$ cat src/rtl/fft_r22sdf_bf_stage_if.sv
// rtl/fft_r22sdf_bf_stage_if.sv - sample-in / spectrum-out bus of one R2^2 SDF stage
interface fft_r22sdf_bf_stage_if #(
    parameter int DW = 25
);
    logic                 valid_i;
    logic signed [DW-1:0] x_re_i;
    logic signed [DW-1:0] x_im_i;
    logic                 valid_o;
    logic                 frame_o;
    logic signed [DW+1:0] z_re_o;
    logic signed [DW+1:0] z_im_o;

    modport slave (
        input  valid_i, x_re_i, x_im_i,
        output valid_o, frame_o, z_re_o, z_im_o
    );

    modport master (
        output valid_i, x_re_i, x_im_i,
        input  valid_o, frame_o, z_re_o, z_im_o
    );
endinterface

$ cat src/rtl/fft_r22sdf_bf_stage.sv
// rtl/fft_r22sdf_bf_stage.sv - radix-2^2 SDF stage (BF-I, -j rotator, BF-II); FFT_R22SDF_OREG_EN registers outputs
module fft_r22sdf_bf_stage #(
    parameter int DW     = 25,
    parameter int LOG2_L = 2
) (
    input  logic                  clk_i,
    input  logic                  rst_n,
    fft_r22sdf_bf_stage_if.slave  bus
);
    localparam int L  = 1 << LOG2_L;
    localparam int CW = LOG2_L + 2;
    localparam int W1 = DW + 1;
    localparam int W2 = DW + 2;

    logic [CW-1:0] c_q, c_d;
    logic [CW-1:0] fill_q, fill_d;

    logic signed [W1-1:0] sr1_re_q [2*L];
    logic signed [W1-1:0] sr1_im_q [2*L];
    logic signed [W1-1:0] sr1_re_d [2*L];
    logic signed [W1-1:0] sr1_im_d [2*L];
    logic signed [W2-1:0] sr2_re_q [L];
    logic signed [W2-1:0] sr2_im_q [L];
    logic signed [W2-1:0] sr2_re_d [L];
    logic signed [W2-1:0] sr2_im_d [L];

    logic                 sel1, sel2, fill_done;
    logic signed [W1-1:0] x_re, x_im, y_re, y_im, fb1_re, fb1_im, r_re, r_im;
    logic signed [W2-1:0] u_re, u_im, z_re, z_im, fb2_re, fb2_im;

    logic                 valid_o_d, frame_o_d;
    logic signed [W2-1:0] z_re_o_d, z_im_o_d;

    always_comb begin
        sel1      = c_q[CW-1];
        sel2      = c_q[CW-2];
        fill_done = (fill_q == CW'(3 * L));
        x_re      = {bus.x_re_i[DW-1], bus.x_re_i};
        x_im      = {bus.x_im_i[DW-1], bus.x_im_i};

        if (sel1) begin
            y_re   = x_re + sr1_re_q[2*L-1];
            y_im   = x_im + sr1_im_q[2*L-1];
            fb1_re = sr1_re_q[2*L-1] - x_re;
            fb1_im = sr1_im_q[2*L-1] - x_im;
        end else begin
            y_re   = sr1_re_q[2*L-1];
            y_im   = sr1_im_q[2*L-1];
            fb1_re = x_re;
            fb1_im = x_im;
        end

        // Second-half BF-I differences coming out of the feedback loop get -j
        if (!sel1 && sel2) begin
            r_re = y_im;
            r_im = -y_re;
        end else begin
            r_re = y_re;
            r_im = y_im;
        end

        u_re = {r_re[W1-1], r_re};
        u_im = {r_im[W1-1], r_im};
        if (sel2) begin
            z_re   = u_re + sr2_re_q[L-1];
            z_im   = u_im + sr2_im_q[L-1];
            fb2_re = sr2_re_q[L-1] - u_re;
            fb2_im = sr2_im_q[L-1] - u_im;
        end else begin
            z_re   = sr2_re_q[L-1];
            z_im   = sr2_im_q[L-1];
            fb2_re = u_re;
            fb2_im = u_im;
        end

        c_d      = c_q;
        fill_d   = fill_q;
        sr1_re_d = sr1_re_q;
        sr1_im_d = sr1_im_q;
        sr2_re_d = sr2_re_q;
        sr2_im_d = sr2_im_q;
        if (bus.valid_i) begin
            c_d = c_q + CW'(1);
            if (!fill_done) begin
                fill_d = fill_q + CW'(1);
            end
            sr1_re_d[0] = fb1_re;
            sr1_im_d[0] = fb1_im;
            for (int i = 1; i < 2 * L; i++) begin
                sr1_re_d[i] = sr1_re_q[i-1];
                sr1_im_d[i] = sr1_im_q[i-1];
            end
            sr2_re_d[0] = fb2_re;
            sr2_im_d[0] = fb2_im;
            for (int i = 1; i < L; i++) begin
                sr2_re_d[i] = sr2_re_q[i-1];
                sr2_im_d[i] = sr2_im_q[i-1];
            end
        end

        valid_o_d = bus.valid_i && fill_done;
        frame_o_d = valid_o_d && (c_q == CW'(3 * L));
        z_re_o_d  = valid_o_d ? z_re : '0;
        z_im_o_d  = valid_o_d ? z_im : '0;
    end

    always_ff @(posedge clk_i) begin
        if (!rst_n) begin
            c_q    <= '0;
            fill_q <= '0;
            for (int i = 0; i < 2 * L; i++) begin
                sr1_re_q[i] <= '0;
                sr1_im_q[i] <= '0;
            end
            for (int i = 0; i < L; i++) begin
                sr2_re_q[i] <= '0;
                sr2_im_q[i] <= '0;
            end
        end else begin
            c_q      <= c_d;
            fill_q   <= fill_d;
            sr1_re_q <= sr1_re_d;
            sr1_im_q <= sr1_im_d;
            sr2_re_q <= sr2_re_d;
            sr2_im_q <= sr2_im_d;
        end
    end

`ifdef FFT_R22SDF_OREG_EN
    logic                 valid_o_q, frame_o_q;
    logic signed [W2-1:0] z_re_o_q, z_im_o_q;

    always_ff @(posedge clk_i) begin
        if (!rst_n) begin
            valid_o_q <= 1'b0;
            frame_o_q <= 1'b0;
            z_re_o_q  <= '0;
            z_im_o_q  <= '0;
        end else begin
            valid_o_q <= valid_o_d;
            frame_o_q <= frame_o_d;
            z_re_o_q  <= z_re_o_d;
            z_im_o_q  <= z_im_o_d;
        end
    end

    assign bus.valid_o = valid_o_q;
    assign bus.frame_o = frame_o_q;
    assign bus.z_re_o  = z_re_o_q;
    assign bus.z_im_o  = z_im_o_q;
`else
    assign bus.valid_o = valid_o_d;
    assign bus.frame_o = frame_o_d;
    assign bus.z_re_o  = z_re_o_d;
    assign bus.z_im_o  = z_im_o_d;
`endif
endmodule

$ cat src/flat_wrapper.sv
// flat-port wrapper written by rule: the top's interface ports become plain ports
module fft_r22sdf_bf_stage_flat 
#(
    parameter int DW     = 25,
    parameter int LOG2_L = 2
)
  (clk_i, rst_n, bus_valid_i, bus_x_re_i, bus_x_im_i, bus_valid_o, bus_frame_o, bus_z_re_o, bus_z_im_o);
  fft_r22sdf_bf_stage_if #(.DW(DW)) bus_i ();
  input  logic clk_i;
  input  logic rst_n;
  input wire logic [$bits(bus_i.valid_i)-1:0] bus_valid_i;
  input wire logic [$bits(bus_i.x_re_i)-1:0] bus_x_re_i;
  input wire logic [$bits(bus_i.x_im_i)-1:0] bus_x_im_i;
  output wire logic [$bits(bus_i.valid_o)-1:0] bus_valid_o;
  output wire logic [$bits(bus_i.frame_o)-1:0] bus_frame_o;
  output wire logic [$bits(bus_i.z_re_o)-1:0] bus_z_re_o;
  output wire logic [$bits(bus_i.z_im_o)-1:0] bus_z_im_o;
  assign bus_i.valid_i = bus_valid_i;
  assign bus_i.x_re_i = bus_x_re_i;
  assign bus_i.x_im_i = bus_x_im_i;
  assign bus_valid_o = bus_i.valid_o;
  assign bus_frame_o = bus_i.frame_o;
  assign bus_z_re_o = bus_i.z_re_o;
  assign bus_z_im_o = bus_i.z_im_o;
  fft_r22sdf_bf_stage #(.DW(DW), .LOG2_L(LOG2_L)) u_core (.clk_i(clk_i), .rst_n(rst_n), .bus(bus_i));
endmodule
$ cat config.mk
export PLATFORM = sky130hd
export DESIGN_NAME = fft_r22sdf_bf_stage_flat
export DESIGN_NICKNAME = d
export VERILOG_FILES = /design/src/rtl/fft_r22sdf_bf_stage_if.sv /design/src/rtl/fft_r22sdf_bf_stage.sv /design/src/flat_wrapper.sv
export SDC_FILE = /design/constraint.sdc
export NUM_CORES = 2
export LEC_CHECK = 0
export ABC_AREA = 0
export CORE_ASPECT_RATIO = 0.75
export CORE_MARGIN = 4
export CORE_UTILIZATION = 29
export DETAILED_ROUTE_END_ITERATION = 16
export GPL_ROUTABILITY_DRIVEN = 0
export SYNTH_ARGS = -nofsm -noshare
export SYNTH_HDL_FRONTEND = slang
export SYNTH_SLANG_ARGS = --single-unit
$ cat constraint.sdc
create_clock -name clk_i -period 20.7 [get_ports clk_i]
set_clock_uncertainty 0.15 [all_clocks]
set_input_delay 3.105 -clock clk_i [delete_from_list [all_inputs] [get_ports clk_i]]
set_output_delay 3.105 -clock clk_i [all_outputs]
set_load 0.02 [all_outputs]
# --- Yosys cells after proc, flatten, opt, wreduce, memory -nomap -nowiden ---
# Index checks and enable logic that the tools add are counted.
word_totals:
  ff_bits: 640
  latch_bits: 0
  ram_bits: 0
  rom_bits: 0
  in_bits: 53
  output_inout_bits: 56
  elab_cells: 57
  mem_count: 0
classes:
  addsub: 11
  mul: 0
  n_div: 0
  magnitude_cmp: 0
  n_eq_ne: 2
  shifts: 0
  n_mux: 12
  n_bitwise: 1
  reduce_logical: 5
ops:
  columns: ["cell", "count"]
  rows:
  - ["27-bit two-way mux", 6]
  - ["26-bit two-way mux", 6]
  - ["26-bit by 27-bit adder with 27-bit output", 2]
  - ["27-bit by 26-bit subtractor with 27-bit output", 2]
  - ["25-bit by 26-bit adder with 26-bit output", 2]
  - ["26-bit by 25-bit subtractor with 26-bit output", 2]
  - ["26-bit negation", 1]
  - ["4-bit by 1-bit adder with 4-bit output, second input constant", 2]
  - ["4-bit equality test, second input constant", 2]
  - ["1-bit logical AND", 3]
  - ["2-bit AND reduction", 1]
  - ["1-bit zero test", 1]
  - ["1-bit NOT", 1]

# --- Logic depth before layout (Yosys ltp) ---
logic_depth:
  word_depth: 7
  mapped_depth: 29
  depth_no_buf: 27

# --- Worst setup path after synthesis ---
# Ideal clock, no wire load.
synth_timing:
  kind: "input to output"
  startpoint: "input bus_x_re_i[5]"
  endpoint: "output bus_z_im_o[26]"
  arrival_time_ns: 8.790
  t_required_ns: 17.445
  slack_ns: 8.655
  stages: 28
  path_buffers: 2
  path_cell_list: "inv_1 ha_1 buf_6 nor3b_1 or3_4 a2111o_1 a211oi_1 mux2i_1 nand2_2 nor4_1 xnor2_1 mux2_2 mux2i_1 inv_1 ha_1 clkbuf_1 nand3_1 nand2_1 a21o_1 a21oi_1 nand2_1 o221ai_1 o2111ai_1 a21oi_1 o21bai_1 and4_4 or4_1 a21oi_1"
synth_via:
  elab_chain_len: 7
synth_rtl:
  columns: ["item", "line", "text"]
  rows:
  - ["from (decl)", "flat_wrapper.sv:12", "input wire logic [$bits(bus_i.x_re_i)-1:0] bus_x_re_i;"]
  - ["25-bit by 26-bit adder with 26-bit output", "fft_r22sdf_bf_stage.sv:42", "y_re = x_re + sr1_re_q[2*L-1];"]
  - ["26-bit two-way mux", "fft_r22sdf_bf_stage.sv:41", "if (sel1) begin"]
  - ["26-bit negation", "fft_r22sdf_bf_stage.sv:56", "r_im = -y_re;"]
  - ["26-bit two-way mux", "fft_r22sdf_bf_stage.sv:54", "if (!sel1 && sel2) begin"]
  - ["26-bit by 27-bit adder with 27-bit output", "fft_r22sdf_bf_stage.sv:66", "z_im = u_im + sr2_im_q[L-1];"]
  - ["27-bit two-way mux", "fft_r22sdf_bf_stage.sv:64", "if (sel2) begin"]
  - ["27-bit two-way mux", "fft_r22sdf_bf_stage.sv:104", "z_im_o_d = valid_o_d ? z_im : '0;"]
  - ["to (decl)", "flat_wrapper.sv:17", "output wire logic [$bits(bus_i.z_im_o)-1:0] bus_z_im_o;"]
# Every way passes these cells.

# --- Final worst setup path ---
layout_timing:
  startpoint: "input bus_x_re_i[4]"
  endpoint: "output bus_z_im_o[26]"
# The elaborated chain is that of the path after synthesis.

==> flow_summary.yaml <==
sta:
  period_share_pct: 67.2
  finalCriticalPeriod_ns: 13.92
  slew-limit-headroom_pct: 14.7
  grt_setup_unrepaired: "false"
  tns_ns: 0
  tightest_slew_ns: 1.27
  final-hold-violation-count: 0
  fmax_mhz: 71.8
  drv_slew: 0
  finalSetupViolCount: 0
cts:
  cts_tree: "built"
  clkTransAtPathRegs_ns: 0.06
  ctsLongestPathBuffers: 3
  holdBufCountCts: 0
  postCtsSetupBuffers: 0
  clock-sinks: 640
  clkLatencyLatePin_ns: 0.62
  root_buffer: "clkbuf_16"
  htreeDepth: 3
  post_cts_resized: 0
  cts_buffers: 67
placed_design:
  placed_area_um2: 38300
  io_buffer_count: 108
  hpwl_mm: 71.2
run:
  cap_violations: 0
setup_path:
  required_ns: 17.44
  critPathKind: "in -> out"
  cp_max_fo: 9
  rrSetupSlack_ns: 13.70
  cp-start-kind: "input port"
  cp-end-kind: "output pin"
  cp.arrival_ns: 10.66
detailed_routing:
  drc: 0
  drt-initial-drc-count: 1921
  dr.pass1.iters: 7
  ant_nets: 0
  avgRoutedWirePerCell_um: 16.7
  vias: 28800
  routed_wl_mm: 98.3
  vias_per_cell: 4.90
synthesis:
  synth_nets: 4511
  syn_area_per_cell_um2: 8.46
  syn_inst: 4241
  synth.top_cell.area_share_pct: 35.7
  synthArstFlopShare_pct: 0
  yosys_warnings: 0
  yosysSeqAreaShare_pct: 35.7
  yosys.cell_types.count: 101
  ys.flop_type: "dfxtp_1"
  synth_area_leaders: "dfxtp_1, mux2i_1, nor2_1"
  yosysTopAreaCell: "dfxtp_1"
  synth-seq-cells: 640
  synth-edff-count: 0
  synth_area_um2: 35900
die:
  core_area_um2: 122000
  die_area_um2: 130000
  ioPinCount: 109
  die_w_um: 414
  die_h_um: 313
  start_util_pct: 29.3
  fp-row-count: 111
worst_hold_path:
  hold_path.class: "reg -> reg"
layout:
  seq_area_um2: 12800
  drive_above_1_share_pct: 4.89
  area_delta_synth_final_pct: 12.9
  nets: 4453
  utilization_pct: 33.1
  multi_input_area_um2: 21300
  fillers: 12800
  final_area_um2: 40500
outcome:
  outcome: "finished clean"
power:
  p_per_area_nw_per_um2: 67.2
  power_w: 0.00272
  p_leak_nw: 17.1
  vdd_ir_drop_max_mv: 0.0514
global_route:
  grt_start_max_net_pins: 205
  grt_pass1_wl_mm: 151
  overflow: 0
  antenna_found_initial: 21
  grtUsageTotal_pct: 14.5
  grt_pass1_vias: 26100
-- cells by family (layout without fill, tap and decap cells) --
kind of cell | Yosys count | count (layout) | share of synthesized area (%)
and+or+nand+nor | 1374 | 1374 | 16.6
adders and majority gates | 217 | 217 | 7.73
buffers and inverters | 472 | 461 | 5.01
AOI/OAI and AO/OA | 782 | 782 | 14.4
DFF | 640 | 640 | 35.7
xor gates and xnor gates | 176 | 176 | 4.39
other | 0 | 7 | 0
muxes | 580 | 580 | 16.2
-- power breakdown --
part / leakage (nW) / internal, W / total (W) / switching, W
registers: 5.18 / 0.00125 / 0.00127 / 0.0000122
logic: 10.8 / 0.0000903 / 0.000225 / 0.000135
clock network: 1.08 / 0.000721 / 0.00123 / 0.000513
-- cell usage in the layout (no fill, tap or decap), types with 30 or more instances in the layout --
| cell | instances |
|---|---|
| a211oi_1 | 63 |
| a21o_1 | 35 |
| a21oi_1 | 252 |
| buf_4 | 32 |
| clkbuf_16 | 68 |
| clkdlybuf4s50_1 | 106 |
| dfxtp_1 | 638 |
| ha_1 | 209 |
| inv_1 | 194 |
| mux2i_1 | 576 |
| nand2_1 | 167 |
| nand2b_1 | 44 |
| nand3_1 | 35 |
| nor2_1 | 887 |
| nor2b_1 | 43 |
| nor3_1 | 75 |
| o21a_1 | 34 |
| o21ai_0 | 148 |
| o21bai_1 | 30 |
| xnor2_1 | 141 |
| xor2_1 | 33 |
-- synth_stat cells (7+ instances only) --
cell type and n:
a2111oi_0 7, a211o_1 9, a211oi_1 63, a21boi_0 8, a21o_1 35, a21oi_1 252
a221oi_1 8, a31oi_1 28, and3_1 14, buf_1 62, buf_2 11, clkbuf_1 194
dfxtp_1 640, fa_1 8, ha_1 209, inv_1 194, inv_2 8, mux2i_1 576
nand2_1 167, nand2b_1 44, nand3_1 35, nand4_1 15, nor2_1 888, nor2b_1 43
nor3_1 75, nor3b_1 16, nor4_1 8, o2111ai_1 10, o211a_1 8, o211ai_1 23
o21a_1 34, o21ai_0 148, o21bai_1 30, o311ai_0 7, o31ai_1 15, o41ai_1 7
or2_2 11, or3_1 24, xnor2_1 141, xor2_1 33
-- cell type report --
| type | instances | area share (%) |
|---|---|---|
| tap | 1638 | 5.06 |
| antenna | 7 | 0.0432 |
| clock buffer | 90 | 4.67 |
| clock inverter | 26 | 0.821 |
| sequential | 640 | 31.6 |
| multi-input combinational | 3129 | 52.5 |
| timing repair buffer | 142 | 3.36 |
| inverter | 203 | 1.90 |
-- state kept, by name, indices dropped and copies added (netlist names) --
name and cells:
u_core.sr1_re_q 208, u_core.c_q 4, u_core.sr2_im_q 108, u_core.sr1_im_q 208, u_core.sr2_re_q 108, u_core.fill_q 4
-- worst max-delay path, cell delays in order --
cell	delay, ns
clkdlybuf4s50_1	0.54
inv_1	0.07
ha_1	0.38
or2_1	0.29
o21bai_1	0.29
a2111o_1	0.55
a211oi_1	0.31
mux2i_1	0.40
nand2_2	0.18
nor4_1	0.39
xnor2_1	0.17
mux2_2	0.29
mux2i_1	0.28
inv_1	0.08
ha_1	0.40
nand3_1	0.13
nand2_1	0.08
a21o_1	0.20
a21oi_1	0.19
nand2_1	0.08
o221ai_1	0.26
o2111ai_1	0.26
a21oi_1	0.21
o21bai_1	0.09
and4_4	0.17
or4_1	0.46
a21oi_1	0.16
clkdlybuf4s50_1	0.65
-- path summary, 6_finish.rpt --
path,start,to,cells after the start
setup / recovery,bus_x_re_i[4],bus_z_im_o[26],28
hold / removal,u_core.sr2_im_q[106],u_core.sr2_im_q[106],2
setup reg to reg,u_core.c_q[3],u_core.sr2_im_q[107],21
hold reg to reg,u_core.sr2_im_q[106],u_core.sr2_im_q[106],2
-- layer usage --
layer | up-vias | wire, um | track usage, %
li1 | 14500 | - | -
met1 | 13400 | 47100 | 20.5
met2 | 723 | 42100 | 22.1
met3 | 146 | 6440 | 3.25
met4 | 6 | 2550 | 3.86
met5 | - | 29 | 0
-- stage by stage --
step,instances,setup WS [ns],hold slack [ns]
floorplan,4241,8.65,0.275
global placement,5752,6.91,0.292
CTS,5868,6.84,0.316
detailed placement,5752,6.88,0.301
finish,5875,6.78,0.314
global route,5869,6.31,0.324
Note: power is estimated with default switching activity, not from simulation.
